File: src/rtl/ps2_key_serializer.sv
// Purpose: turns hps_io ps2_key toggle events into device-side PS/2 keyboard frames (11-bit, odd parity).
// Latency: start bit appears on ps2_data 2 clk_sys cycles after the event cycle when idle with an empty FIFO.
// Backpressure: none upstream; events that do not fit in the byte FIFO are dropped whole and flag overflow.
//
// Ports:
//   clk_sys    - system clock
//   reset_n    - asynchronous active-low reset; aborts any frame in progress
//   ps2_key    - [10] toggle, [9] pressed, [8] extended, [7:0] set-2 scancode
//   ps2_clk    - PS/2 clock to the core, registered, idle high
//   ps2_data   - PS/2 data to the core, registered, idle high
//   busy       - frame or gap in progress, or bytes still queued
//   fifo_level - current byte FIFO occupancy
//   overflow   - sticky, set when an event was dropped
module ps2_key_serializer #(
    parameter int FIFO_DEPTH = 16,
    parameter int CLK_HALF   = 1145,
    parameter int GAP_CYCLES = 2290
) (
    input  logic                          clk_sys,
    input  logic                          reset_n,
    input  logic [10:0]                   ps2_key,
    output logic                          ps2_clk,
    output logic                          ps2_data,
    output logic                          busy,
    output logic [$clog2(FIFO_DEPTH):0]   fifo_level,
    output logic                          overflow
);

    localparam int AW      = $clog2(FIFO_DEPTH);
    localparam int LW      = AW + 1;
    localparam int CNT_MAX = (CLK_HALF > GAP_CYCLES) ? CLK_HALF : GAP_CYCLES;
    localparam int CW      = $clog2(CNT_MAX + 1);

    localparam logic [CW-1:0] HALF_LOAD = CW'(CLK_HALF - 1);
    localparam logic [CW-1:0] GAP_LOAD  = CW'(GAP_CYCLES - 1);
    localparam logic [LW-1:0] DEPTH_LW  = LW'(FIFO_DEPTH);

    typedef enum logic [1:0] {
        S_IDLE,
        S_HI,
        S_LO,
        S_GAP
    } state_t;

    state_t          state;
    logic            toggle_q;
    logic            evt;
    logic [7:0]      lane0_dat;
    logic [7:0]      lane1_dat;
    logic [7:0]      lane2_dat;
    logic [1:0]      n_bytes;
    logic [1:0]      n_wr;
    logic [LW-1:0]   free_slots;
    logic            wr_en;
    logic            pop;
    logic [AW-1:0]   wr_ptr;
    logic [AW-1:0]   rd_ptr;
    logic [7:0]      mem [FIFO_DEPTH];
    logic [7:0]      pop_dat;
    logic [CW-1:0]   cnt;
    logic [3:0]      bit_idx;
    logic [10:0]     sh;

    // An event is a change of the toggle bit relative to last cycle's copy.
    assign evt = ps2_key[10] ^ toggle_q;

    // Build the 1..3 byte sequence: optional E0 prefix, optional F0 break, then the code.
    always_comb begin
        lane0_dat = ps2_key[7:0];
        lane1_dat = 8'h00;
        lane2_dat = 8'h00;
        n_bytes   = 2'd1;
        case ({ps2_key[8], ~ps2_key[9]})
            2'b11: begin
                lane0_dat = 8'hE0;
                lane1_dat = 8'hF0;
                lane2_dat = ps2_key[7:0];
                n_bytes   = 2'd3;
            end
            2'b10: begin
                lane0_dat = 8'hE0;
                lane1_dat = ps2_key[7:0];
                n_bytes   = 2'd2;
            end
            2'b01: begin
                lane0_dat = 8'hF0;
                lane1_dat = ps2_key[7:0];
                n_bytes   = 2'd2;
            end
            default: begin
                lane0_dat = ps2_key[7:0];
                n_bytes   = 2'd1;
            end
        endcase
    end

    // Room is judged on the current level only, so a same-cycle pop never
    // lets an event in that would not have fit a cycle earlier.
    assign free_slots = DEPTH_LW - fifo_level;
    assign wr_en      = evt && (LW'(n_bytes) <= free_slots);
    assign n_wr       = wr_en ? n_bytes : 2'd0;
    assign pop        = (state == S_IDLE) && (fifo_level != '0);
    assign pop_dat    = mem[rd_ptr];
    assign busy       = (state != S_IDLE) || (fifo_level != '0);

    // Storage has no reset: emptiness is tracked by the pointers and level.
    always_ff @(posedge clk_sys) begin
        if (wr_en) begin
            mem[wr_ptr] <= lane0_dat;
            if (n_bytes >= 2'd2) begin
                mem[wr_ptr + AW'(1)] <= lane1_dat;
            end
            if (n_bytes == 2'd3) begin
                mem[wr_ptr + AW'(2)] <= lane2_dat;
            end
        end
    end

    always_ff @(posedge clk_sys or negedge reset_n) begin
        if (!reset_n) begin
            toggle_q   <= 1'b0;
            wr_ptr     <= '0;
            rd_ptr     <= '0;
            fifo_level <= '0;
            overflow   <= 1'b0;
        end else begin
            toggle_q   <= ps2_key[10];
            wr_ptr     <= wr_ptr + AW'(n_wr);
            rd_ptr     <= rd_ptr + AW'(pop);
            fifo_level <= fifo_level + LW'(n_wr) - LW'(pop);
            if (evt && !wr_en) begin
                overflow <= 1'b1;
            end
        end
    end

    // Frame sequencer. Each HI/LO phase lasts CLK_HALF cycles; data only
    // changes on entry to HI so it is stable across the falling edge.
    always_ff @(posedge clk_sys or negedge reset_n) begin
        if (!reset_n) begin
            state    <= S_IDLE;
            cnt      <= '0;
            bit_idx  <= '0;
            sh       <= '1;
            ps2_clk  <= 1'b1;
            ps2_data <= 1'b1;
        end else begin
            case (state)
                S_IDLE: begin
                    ps2_clk  <= 1'b1;
                    ps2_data <= 1'b1;
                    if (pop) begin
                        sh       <= {1'b1, ~^pop_dat, pop_dat, 1'b0};
                        bit_idx  <= 4'd0;
                        cnt      <= HALF_LOAD;
                        ps2_data <= 1'b0;
                        state    <= S_HI;
                    end
                end
                S_HI: begin
                    if (cnt == '0) begin
                        ps2_clk <= 1'b0;
                        cnt     <= HALF_LOAD;
                        state   <= S_LO;
                    end else begin
                        cnt <= cnt - CW'(1);
                    end
                end
                S_LO: begin
                    if (cnt == '0) begin
                        ps2_clk <= 1'b1;
                        if (bit_idx == 4'd10) begin
                            ps2_data <= 1'b1;
                            cnt      <= GAP_LOAD;
                            state    <= S_GAP;
                        end else begin
                            ps2_data <= sh[bit_idx + 4'd1];
                            bit_idx  <= bit_idx + 4'd1;
                            cnt      <= HALF_LOAD;
                            state    <= S_HI;
                        end
                    end else begin
                        cnt <= cnt - CW'(1);
                    end
                end
                S_GAP: begin
                    if (cnt == '0) begin
                        state <= S_IDLE;
                    end else begin
                        cnt <= cnt - CW'(1);
                    end
                end
                default: begin
                    state    <= S_IDLE;
                    ps2_clk  <= 1'b1;
                    ps2_data <= 1'b1;
                end
            endcase
        end
    end

endmodule

File: config.mk
export PLATFORM = sky130hd
export DESIGN_NAME = ps2_key_serializer
export DESIGN_NICKNAME = d
export VERILOG_FILES = /design/src/rtl/ps2_key_serializer.sv
export SDC_FILE = /design/constraint.sdc
export NUM_CORES = 1
export LEC_CHECK = 0
export BUFFER_PORTS_ARGS = -buffer_cell sky130_fd_sc_hd__buf_2
export CORE_MARGIN = 3
export CORE_UTILIZATION = 40
export CTS_BUF_LIST = sky130_fd_sc_hd__clkbuf_16
export DETAILED_ROUTE_END_ITERATION = 12
export HOLD_SLACK_MARGIN = 0.12
export PLACE_DENSITY = 0.65
export SYNTH_ARGS = -nofsm -noshare
export SYNTH_HDL_FRONTEND = slang
export SYNTH_SLANG_ARGS = --single-unit
File: constraint.sdc
create_clock -name clk_sys -period 9.7 [get_ports clk_sys]
set_input_delay 1.455 -clock clk_sys [delete_from_list [all_inputs] [get_ports clk_sys]]
set_output_delay 1.455 -clock clk_sys [all_outputs]
set_load 0.01 [all_outputs]
* Word-level counts from Yosys, hierarchy flattened
Memories as Yosys holds them, arrays and structs flattened. Index checks and enable logic that the tools add are counted. W data, S select, Z words.
Word-level totals: bits in registers 45, RAM bits 128, input bits 13, output and inout bits 9, logic and storage cells 98, memories 1
Operators by class: $add $sub $neg 9, magnitude comparators 3, equal/unequal tests 14, muxes and demuxes 38, bitwise operators 2, reduce and logical (&&, ||, !) cells 20
Memory list:
- mem | words 16, bits a word 8, rd ports 1, clocked after Yosys merged registers in 0, write ports 3, line 58 | logic [7:0] mem [FIFO_DEPTH];
Operator list (count):
- $mux W12 | 5
- $pmux W12 S4 | 1
- $pmux W8 S2 | 2
- $mux W1 | 14
- $logic_not A12 Y1 | 1
- $mux W2 | 6
- $mux W4 | 3
- $ne A2 B2 Y1 const B | 6
- $sub A12 B1 Y12 const B | 1
- $eq A2 B2 Y1 const B | 5
- $add A4 B1 Y4 const B | 2
- $mux W8 | 1
- $pmux W2 S4 | 1
- $pmux W4 S2 | 1
- $reduce_and A4 Y1 | 2
- $reduce_xnor A8 Y1 | 1
- $reduce_and A2 Y1 | 3
- $add A5 B2 Y5 | 1
- $le A2 B5 Y1 | 1
- $lt A4 B5 Y1 const B | 1
- $reduce_bool A5 Y1 | 1
- $sub A5 B1 Y5 | 1
- $sub A5 B5 Y5 const A | 1
- $add A4 B1 Y4 | 1
- other kinds (19) | 24

* Logic depth before layout (Yosys ltp)
Gate-level depths: netlist (run 1).
depth in word-level cells 9, depth in mapped cells 20, mapped depth without buffers 18

* Worst setup path before layout (run 1)
OpenSTA, ideal clock, no wires.
path kind input to register, start input port ps2_key[8], end register fifo_level[4], library setup time 0.125 ns, data arrival time 4.542 ns, required time 9.575 ns, setup slack 5.033 ns, cell stages on the path 20, path buffers 2, cells stage by stage inv_1 > ha_1 > inv_1 > clkbuf_1 > ha_1 > nor2b_1 > o221a_2 > a21boi_2 > clkbuf_1 > nand2_1 > ha_1 > inv_1 > ha_1 > inv_1 > fa_1 > inv_1 > a21oi_1 > nor2_1 > nor2_1 > xnor2_1
Between the ends: word-level cells in the longest chain between the ends 8, elaborated cells on any way between the ends 10, those cells by class 2 x add/sub; 1 x order compare; 3 x eq/ne; 2 x mux; 2 x reduce/logical
Ends and longest elaborated chain:
- start: declaration | line 21 | input logic [10:0] ps2_key,
- $eq A2 B1 Y1 / $eq A2 B2 Y1 (equally long branches) | line 73 | case ({ps2_key[8], ~ps2_key[9]})
- $reduce_or A2 Y1 (no line)
- $pmux W2 S2 (*) | line 73
- $le A2 B5 Y1 | line 100 | assign wr_en = evt && (LW'(n_bytes) <= free_slots);
- $logic_and A1 B1 Y1 | line 100
- $mux W2 (*) | line 101 | assign n_wr = wr_en ? n_bytes : 2'd0;
- $add A5 B2 Y5 (*) | line 130 | fifo_level <= fifo_level + LW'(n_wr) - LW'(pop);
- $sub A5 B1 Y5 (*) | line 130
- end signal: assignment | line 130
- end: declaration | line 25 | output logic [$clog2(FIFO_DEPTH):0] fifo_level,
Every way passes the cells marked *; elsewhere a longest branch is shown, timed or not. A chain may end at the register's enable or synchronous reset.

==> results.md, run 1 <==
Detailed routing:
- For this block, the routed nets add up to roughly 24 mm of wire.
- The number of remaining DRC errors is 0.
- The via count normalized by instance count is 5.66.
- Before antenna repair, the detailed router went through 7 iterations.
- In this run the remaining antenna-violating nets after routing total 0.
- Dividing the detail-routed wire length by the instance count gives 19.8 um.
- Detailed routing inserted a total of 6786 vias.
- After the first detailed-routing iteration, the DRC count stood at around 640.

Global routing:
- The total congestion overflow after global routing is 0.
- The first global-routing pass estimated 37.3 mm of wire.
- The number of global-route vias before repair is around 6.5k.
- Entering global routing, the biggest net connects 46 pins.
- The initial antenna violation count is 0.
- In the global route stage, overall resource usage came out at 0.184.

Min path:
- In this run the worst hold path is classified as flip-flop to flip-flop.

Timing:
- The final critical-path setup slack is 4.35 ns.
- The minimum clock period is about 5.4 ns.
- In the finished design, the share of the clock period the worst path needs comes to 0.552.
- The final count of pins violating max slew came to 0.
- The transition at the pin with the smallest max-transition slack is around 1.2 ns.
- Summed over all failing endpoints, the final setup total negative slack is 0 ns.
- The worst-case headroom to the max-slew limit is 0.208.
- The total count of hold-check failures in the final report is 0.
- Setup violations remaining at the end of the flow were counted as 0.
- The upper clock frequency limit is 187 MHz.
- The largest clock skew in the final design is between 0.01 and 0.015 ns.
- Setup repair after global routing left no endpoint under its margin.

Final layout:
- The area growth from synthesis to layout is 9.40%.
- The filler cells instantiated in the layout total roughly 2.3k.
- The number of antenna diodes in the final layout is 0.
- Of the cells placed in the final design, the portion with a size suffix greater than 1 is 0.143.
- The layout net count is ~900.

Clock tree:
- TritonCTS built the clock tree.
- The clock buffer count from CTS is 17.
- The tree is rooted in a clkbuf_16.
- At the later pin of the worst-skew pair, clock insertion delay measures between 0.4 and 0.5 ns.
- The H-tree depth reported by CTS is 4.
- The number of hold buffers added after CTS was 0.
- The register clock-pin slew on the reported worst setup and hold paths is roughly 0.07 ns.
- The number of cells upsized or downsized after cts is 0.
- The clock net sink count is roughly 170.
- The maximum number of buffers from clock root to sink is 2.
- The count of buffers added by post-CTS timing repair for setup is 0.

Synth:
- A synthesized cell averages 11.1 sq um.
- The count of unique library cells instantiated by Yosys is 69.
- The total nets after synthesis is 911.
- The share of synthesized area in the top cell type comes to 0.395.
- The number of enable-type register cells in the synthesized netlist is around 130.
- edfxtp_1 takes more of the synthesized area than any other cell.
- In this run the cell area of the synthesized design comes to ~9700 sq um.
- Counting flops and latches in the post-synthesis netlist gives approximately 170.
- After synthesis, the cell types taking the most area are edfxtp_1 (39%), dfrtp_1 (8.5%), nor2b_1 (4.0%).
- For this run, the number of Yosys warnings is 0.
- Synthesis produced roughly 900 cells.
- For this run, the leading register cell type out of synthesis is edfxtp_1.
- For this run, the register share of the synthesized area comes to 0.512.
- The async set or reset register ratio after synthesis is 0.260.

Floorplan:
- The effective utilization at floorplan is 0.411.
- The number of placement rows is 56.
- The total I/O pin count is 22.
- The region available for standard cell placement spans about 24000 sq um.
- In this run the vertical extent of the chip is around 160 um.
- The die covers ~26000 sq um.
- The width of the die is ~160 um.

Outcome:
- The run finished with clean final reports.

Pwr:
- The maximum vdd drop is 0.172 mV.
- Dividing total power by cell area gives a power density of roughly 280 nW/um^2.
- In this run the static leakage power is around 3.8 nW.

Critical path:
- The critical path goes through buf_2 > inv_1 > ha_1 > inv_1 > ha_1 > nor2b_1 > o221a_2 > a21boi_2 > nand3_1 > nor2_1 > mux2_2 > mux2_2.
- The critical path's largest stage delay is ~0.67 ns.
- The slowest stage of the critical path is the ha_1 cell.
- At the worst endpoint, the arrival time is ~5.5 ns.
- The highest net fanout along the worst path is 21.
- The startpoint type of the worst setup path is a primary input.
- The endpoint kind of the worst setup timing path is a flip-flop.
- The worst setup path is of the primary input to flip-flop kind.
- Data on the critical path is required at its endpoint by around 9.9 ns.

Flow run:
- The tool flagged a number of max-cap violations equal to 0.

Place:
- The pre-CTS setup slack is 4.06 ns.
- The HPWL after detailed placement is roughly 17 mm.
- The count of buffers added on input and output ports is 21.
- The routability congestion estimate is just under 1.
-- cell usage in the layout, fill, tap and decap left out, types with 7 or more instances in the layout --
cell	n
a22oi_1	13
mux4_2	15
inv_1	29
xor2_1	9
mux2_2	28
buf_2	21
a21boi_0	11
nor2_1	100
nand3_1	12
xnor2_1	14
o211ai_1	7
nor2b_1	62
nand2b_1	8
edfxtp_1	128
or3_1	7
a21oi_1	76
nor3_1	12
mux4_1	13
ha_1	22
o21a_1	10
nand2_1	55
clkbuf_16	17
o21ai_0	34
and2_1	18
dfrtp_1	32
buf_4	7
dfstp_2	12
-- power by group --
| group | total, mW | internal, mW | switching, mW |
|---|---|---|---|
| clock network | 0.712 | 0.411 | 0.301 |
| logic | 1.11 | 0.454 | 0.653 |
| registers | 1.15 | 1.02 | 0.121 |
-- metrics by stage --
stage / total power, mW / hold WS [ns] / area [sq um] / util / instances
finish: 2.97 / 0.487 / 10700 / 0.450 / 1198
global route: 3.14 / 0.491 / 10700 / 0.450 / 1198
CTS: 2.98 / 0.486 / 10700 / 0.450 / 1198
detailed placement: 2.27 / 0.467 / 10000 / 0.424 / 1166
global placement: 2.25 / 0.473 / 10000 / 0.424 / 1166
floorplan: 1.99 / 0.462 / 9740 / - / 874
-- logic make-up (layout without fill, tap and decap cells) --
family / count (synthesis) / after routing / share of synthesized area
compound gates: 201 / 201 / 0.131
xor+xnor: 24 / 24 / 0.0230
flops: 173 / 173 / 0.512
fa+ha+maj: 24 / 24 / 0.0324
mux: 63 / 63 / 0.110
simple gates: 303 / 303 / 0.154
buf+inv: 86 / 91 / 0.0379
-- metal layers --
layer / vias up / part of all wire / global-route usage
li1: 3181 / - / -
met4: 0 / 0.028 / 0.0651
met3: 49 / 0.055 / 0.0352
met2: 251 / 0.48 / 0.297
met5: - / 0 / 0
met1: 3305 / 0.44 / 0.250
-- sequential cells by signal (all words and copies together), names as in the netlist --
signal      count
mem           128
toggle_q        1
ps2_clk         1
overflow        1
ps2_data        1
rd_ptr          4
sh             10
cnt            12
fifo_level      5
wr_ptr          4
state           2
bit_idx         4
-- cell usage after synthesis (9+ instances only) --
library cell	number
nand2_1	55
nor2_1	100
dfstp_2	12
inv_1	29
nor2b_1	62
a21boi_0	11
a22oi_1	13
o21ai_0	34
ha_1	22
nand3_1	12
mux4_2	15
xor2_1	9
clkbuf_1	47
edfxtp_1	128
dfrtp_1	33
nor3_1	12
mux4_1	13
mux2_2	28
xnor2_1	14
a21oi_1	76
o21a_1	10
and2_1	18
-- final cells by class --
type	instances	area, sq um	share of cell area
clock buffer	17	425	0.0399
sequential	173	4990	0.468
timing repair buffer	28	158	0.0148
multi-input combinational	615	4390	0.412
clock inverter	15	185	0.0174
tap	319	399	0.0375
inverter	31	116	0.0109
-- path summary, 6_finish.rpt --
kind | from | to | slack (ns) | cells past startpoint
max | ps2_key[8] | mem[7][4] | 4.35 | 12
min | sh[0] | sh[0] | 0.49 | 1
max reg2reg | fifo_level[0] | mem[7][4] | 5.88 | 11
min reg2reg | sh[0] | sh[0] | 0.49 | 1
max in group asynchronous | reset_n | rd_ptr[0] | 8.11 | 2
min in group asynchronous | reset_n | fifo_level[4] | 1.10 | 2
-- worst max-delay path, delay by kind of cell --
family	cells	cell delay, ns
buf+inv	3	0.54
simple gates	3	0.95
compound gates	2	0.87
mux	2	0.64
fa+ha+maj	2	1.05
Note: power is estimated with default switching activity, not from simulation.
==> run 2: changes to the inputs <==
--- a/config.mk
+++ b/config.mk
@@ -5,6 +5,7 @@
 export SDC_FILE = /design/constraint.sdc
 export NUM_CORES = 1
 export LEC_CHECK = 0
+export ABC_AREA = 1
 export BUFFER_PORTS_ARGS = -buffer_cell sky130_fd_sc_hd__buf_2
 export CORE_MARGIN = 3
 export CORE_UTILIZATION = 40
==> constraint.sdc (replaced) <==
create_clock -name clk_sys -period 4.95 [get_ports clk_sys]
set_input_delay 0.7425 -clock clk_sys [delete_from_list [all_inputs] [get_ports clk_sys]]
set_output_delay 0.7425 -clock clk_sys [all_outputs]
set_load 0.01 [all_outputs]
==> results.md, run 2 <==
Outcome:
- The run finished with clean final reports.

Floorplan:
- The area of the die was 28100 sq um (+7.0%).
- The effective utilization at floorplan is 0.411 (about the same).
- The vertical die dimension is 168 um (+3.4%).
- The width of the die is 168 um (+3.4%).
- The total I/O pin count is 22 (unchanged).
- The core box area is 25400 sq um (+7.2%).
- The number of placement rows is 58 (+3.6%).

Critical path:
- The number of cells traversed by the worst register-to-register path is 19 (+8).
- The arrival time at the worst endpoint is 3.77 ns (-1.76 ns).
- The critical path required time is 5.31 ns (-4.57 ns).
- The critical path goes through buf_2 > inv_1 > ha_1 > inv_1 > buf_4 > ha_1 > inv_1 > o21bai_1 > o21ai_1 > nor2_2 > nand2_2 > nand2_4 > nor2_1 > inv_1 > ha_1 > inv_1 > ha_1 > inv_1 > fa_1 > o21ai_0 > xor2_1.
- The critical path class is primary input to flip-flop.
- The reg-to-reg critical path startpoint is fifo_level[0].
- In this design, the largest share of critical-path delay is due to adder cells.
- On the critical path, the stage with the largest delay is an instance of fa_1.
- The endpoint of the worst register-to-register path is fifo_level[4].
- The setup slack of the most critical reg-to-reg path is 1.68 ns (-4.20 ns).
- The highest net fanout along the worst path is 20 (-4.8%).
- In this run the worst setup path terminates at fifo_level[4].
- The startpoint type of the worst setup path is a primary input.
- The critical path buffer and inverter count is 8 (+5).
- Tracing the worst setup path back leads to its startpoint at ps2_key[8].
- The critical path's most frequent cell is inv_1.
- The critical path's largest stage delay is 0.39 ns (-0.28 ns).
- The endpoint kind of the worst setup timing path is a flip-flop.
- The total number of cells along the worst setup path came to 21 (+9).

Timing:
- Timing would allow up to 293 MHz.
- The total count of hold-check failures in the final report is 0 (unchanged).
- The worst-case headroom to the max-slew limit came to 0.148 (-0.0600).
- The final hold slack came to 0.406 ns (-0.0808 ns).
- The accumulated negative setup slack is 0 ns (unchanged).
- The final-report setup violation count came to 0 (unchanged).
- The final count of pins violating max slew came to 0 (unchanged).
- Setup repair after global routing left no endpoint under its margin.
- The smallest clock period supported by the final layout is computed as roughly 3.4 ns.
- The part of the cycle the worst path needs is 0.689.
- The transition at the pin with the smallest max-transition slack is 1.26 ns (+0.0826 ns).
- The largest clock skew in the final design is 0.0129 ns (-0.00135 ns).

Detailed routing:
- The final routed wire length divided by cell count is 18.8 um (-5.3%).
- The number of antenna-violating nets in the routed design was 0 (unchanged).
- The detailed-router iteration count before antenna repair is 8 (+1).
- The total number of vias is 9176 (+35%).
- The via count normalized by instance count is 5.65 (-0.31%).
- The DRC marker count from the first detailed-route iteration is 1027 (+61%).
- The number of remaining DRC errors came to 0 (unchanged).
- The wire length reported by the detailed router is 30.5 mm (+28%).

Min path:
- The class of the tightest hold or removal check is primary input to async pin.

Clock tree:
- The CTS tree is yes.
- The clock latency reported for the late side of the worst-skew pair is 0.43 ns (about the same).
- The clock net sink count is 173 (unchanged).
- The H-tree depth reported by CTS was 4 (unchanged).
- The maximum number of buffers from clock root to sink is 2 (unchanged).
- The register clock-pin slew on the reported worst setup and hold paths is 0.07 ns (about the same).
- The count of buffers added by post-CTS timing repair for setup is 0 (unchanged).
- The number of cells upsized or downsized after cts is 0 (unchanged).
- Clock tree synthesis selected as its root buffer the cell clkbuf_16.
- The number of hold-repair buffers added at the cts stage is 0 (unchanged).
- The clock buffer count from CTS came to 17 (unchanged).

Final layout:
- The area growth from synthesis to layout is 9.11%.
- The flip-flop count of the largest register after layout is 128 (unchanged).
- The area used by sequential logic in the layout is 4990 sq um (unchanged).
- The layout cell share with drive strength beyond 1 was 0.128 (-0.0152).
- Counting flops per register, the top entry is mem.
- The number of antenna diodes was 0 (unchanged).
- The layout net count was 1319 (+46%).
- The total of fill cells in the finished design came to 2483 (+10%).
- In the layout the commonest cells are nand2_1 (326), edfxtp_1 (128), nor2_1 (122).
- The area of combinational cells with multiple inputs was 4610 sq um (+5.1%).
- The final cell count without fillers came to 1625 (+36%).
- The largest registers in the layout are mem x128, cnt x12, sh x10.
- Leaving out fill and tap cells, the most frequent cell in the layout is nand2_1.

Synth:
- The share of synthesized area occupied by flip-flops and latches is 0.477 (-0.0347).
- Summed over all instances, the cell type with the most area after synthesis is edfxtp_1.
- The cell area after synthesis is 10500 sq um (+7.3%).
- The main flop type after synthesis is edfxtp_1.
- The mean area per synthesized cell is 8.20 sq um (-26%).
- By area the synthesized netlist is led by edfxtp_1 (37%), nand2_1 (12%), dfrtp_1 (7.9%).
- The total nets after synthesis is 1311 (+44%).
- The number of enable-type register cells in the synthesized netlist is 128 (unchanged).
- The synthesized netlist cell count is 1274 (+46%).
- The number of flip-flops and latches in the synthesized netlist is 173 (unchanged).
- The async set or reset register ratio after synthesis was 0.260 (unchanged).
- nand2_1 is the most common cell in the netlist.
- The yosys synthesis warning count came to 0 (unchanged).
- The count of unique library cells instantiated by Yosys is 44 (-36%).
- The fraction of post-synthesis cell area in the top cell type by area is 0.368 (-0.0268).
- Sorting the synthesized cells by how often they occur yields nand2_1 (326), edfxtp_1 (128), nor2_1 (122).

Global routing:
- The initial antenna violation count was 0 (unchanged).
- The number of global-route vias before repair is 8600 (+32%).
- The total congestion overflow after global routing is 0 (unchanged).
- The wire length of the first global-routing pass came to 47.3 mm (+27%).
- The global routing usage summed across all routing layers is 0.216 (+0.0319).
- The maximum number of pins on one net before global-route repair came to 53 (+15%).

Pwr:
- The combinational group share of total power came to 0.432 (+0.059).
- The net switching power was 2.76 mW (+160%).
- The proportion of power drawn by flip-flops and latches is 0.359 (-0.028).
- The switching power as a share of total power was 0.442 (+0.0786).
- The total power per unit cell area is 548 nW/um^2 (+97%).
- The maximum vdd drop is 0.260 mV (+51%).
- The static leakage came to 4.83 nW (+26%).
- The fraction of power consumed by the clock network is 0.209 (-0.031).
- The internal power component came to 3.49 mW (+85%).

Place:
- The routability congestion estimate is 0.963 (-0.30%).
- The HPWL after detailed placement was 21.6 mm (+29%).
- The count of input and output buffers is 21 (unchanged).
- The number of cells after detailed placement is 1593 (+37%).

Flow run:
- The max-capacitance violation count is 0 (unchanged).
[run 2: cell type report]
cell class / instances / area share
clock buffers: 17 / 0.0373
clock inverters: 15 / 0.0116
inverters: 162 / 0.0535
multi-input cells: 891 / 0.404
flip-flops and latches: 173 / 0.437
well taps: 330 / 0.0362
repair buffers: 37 / 0.0198
[run 2: worst min path at each step]
stage	from	to	slack [ns]	cells past startpoint
floorplan	sh[0]	sh[0]	0.44	2
detailed placement	sh[0]	sh[0]	0.46	2
global route	ps2_key[10]	toggle_q	0.43	1
CTS	reset_n	cnt[10]	0.43	2
global placement	sh[0]	sh[0]	0.45	2
finish	reset_n	bit_idx[0]	0.41	2
[run 2: logic make-up (layout without fill, tap and decap cells)]
logic type / after synthesis / count (layout) / synth area share
buf+inv: 210 / 231 / 0.0819
flops: 173 / 173 / 0.477
compound gates: 241 / 241 / 0.136
simple gates: 609 / 609 / 0.260
fa+ha+maj: 24 / 24 / 0.0302
xor+xnor: 17 / 17 / 0.0142
[run 2: power by group through the flow]
stage	Sequential [mW]	Clock (mW)	Combinational, mW
3_5_place_dp	2.28	0	2.67
6_report	2.24	1.31	2.70
5_1_grt	2.29	1.38	3.03
4_1_cts	2.25	1.31	2.68
2_1_floorplan	2.16	0	2.06
3_3_place_gp	2.27	0	2.63
[run 2: stage by stage]
step	utilization	area (sq um)	power [mW]	worst slack, ns
3_3_place_gp	0.427	10800	4.90	1.15
3_5_place_dp	0.427	10800	4.94	1.08
6_report	0.449	11400	6.25	1.54
5_1_grt	0.449	11400	6.69	1.22
2_1_floorplan	-	10500	4.22	1.30
4_1_cts	0.449	11400	6.24	1.53
[run 2: worst register-to-register path: cells and delay by family (launching register included)]
kind                     cells  cell delay [ns]
AO/OA/AOI/OAI                3             0.40
XOR/XNOR                     1             0.16
adder cells (fa/ha/maj)      5             1.32
buffers and inverters        6             0.33
flip-flops                   1             0.45
AND/OR/NAND/NOR              4             0.54
[run 2: metal layers]
metal,share of wire,vias up,GRT usage,wire length (um)
li1,-,4320,-,-
met1,0.40,4243,0.280,12200
met2,0.46,508,0.353,13900
met3,0.096,105,0.0437,2930
met4,0.046,0,0.0932,1390
met5,0,-,0,0
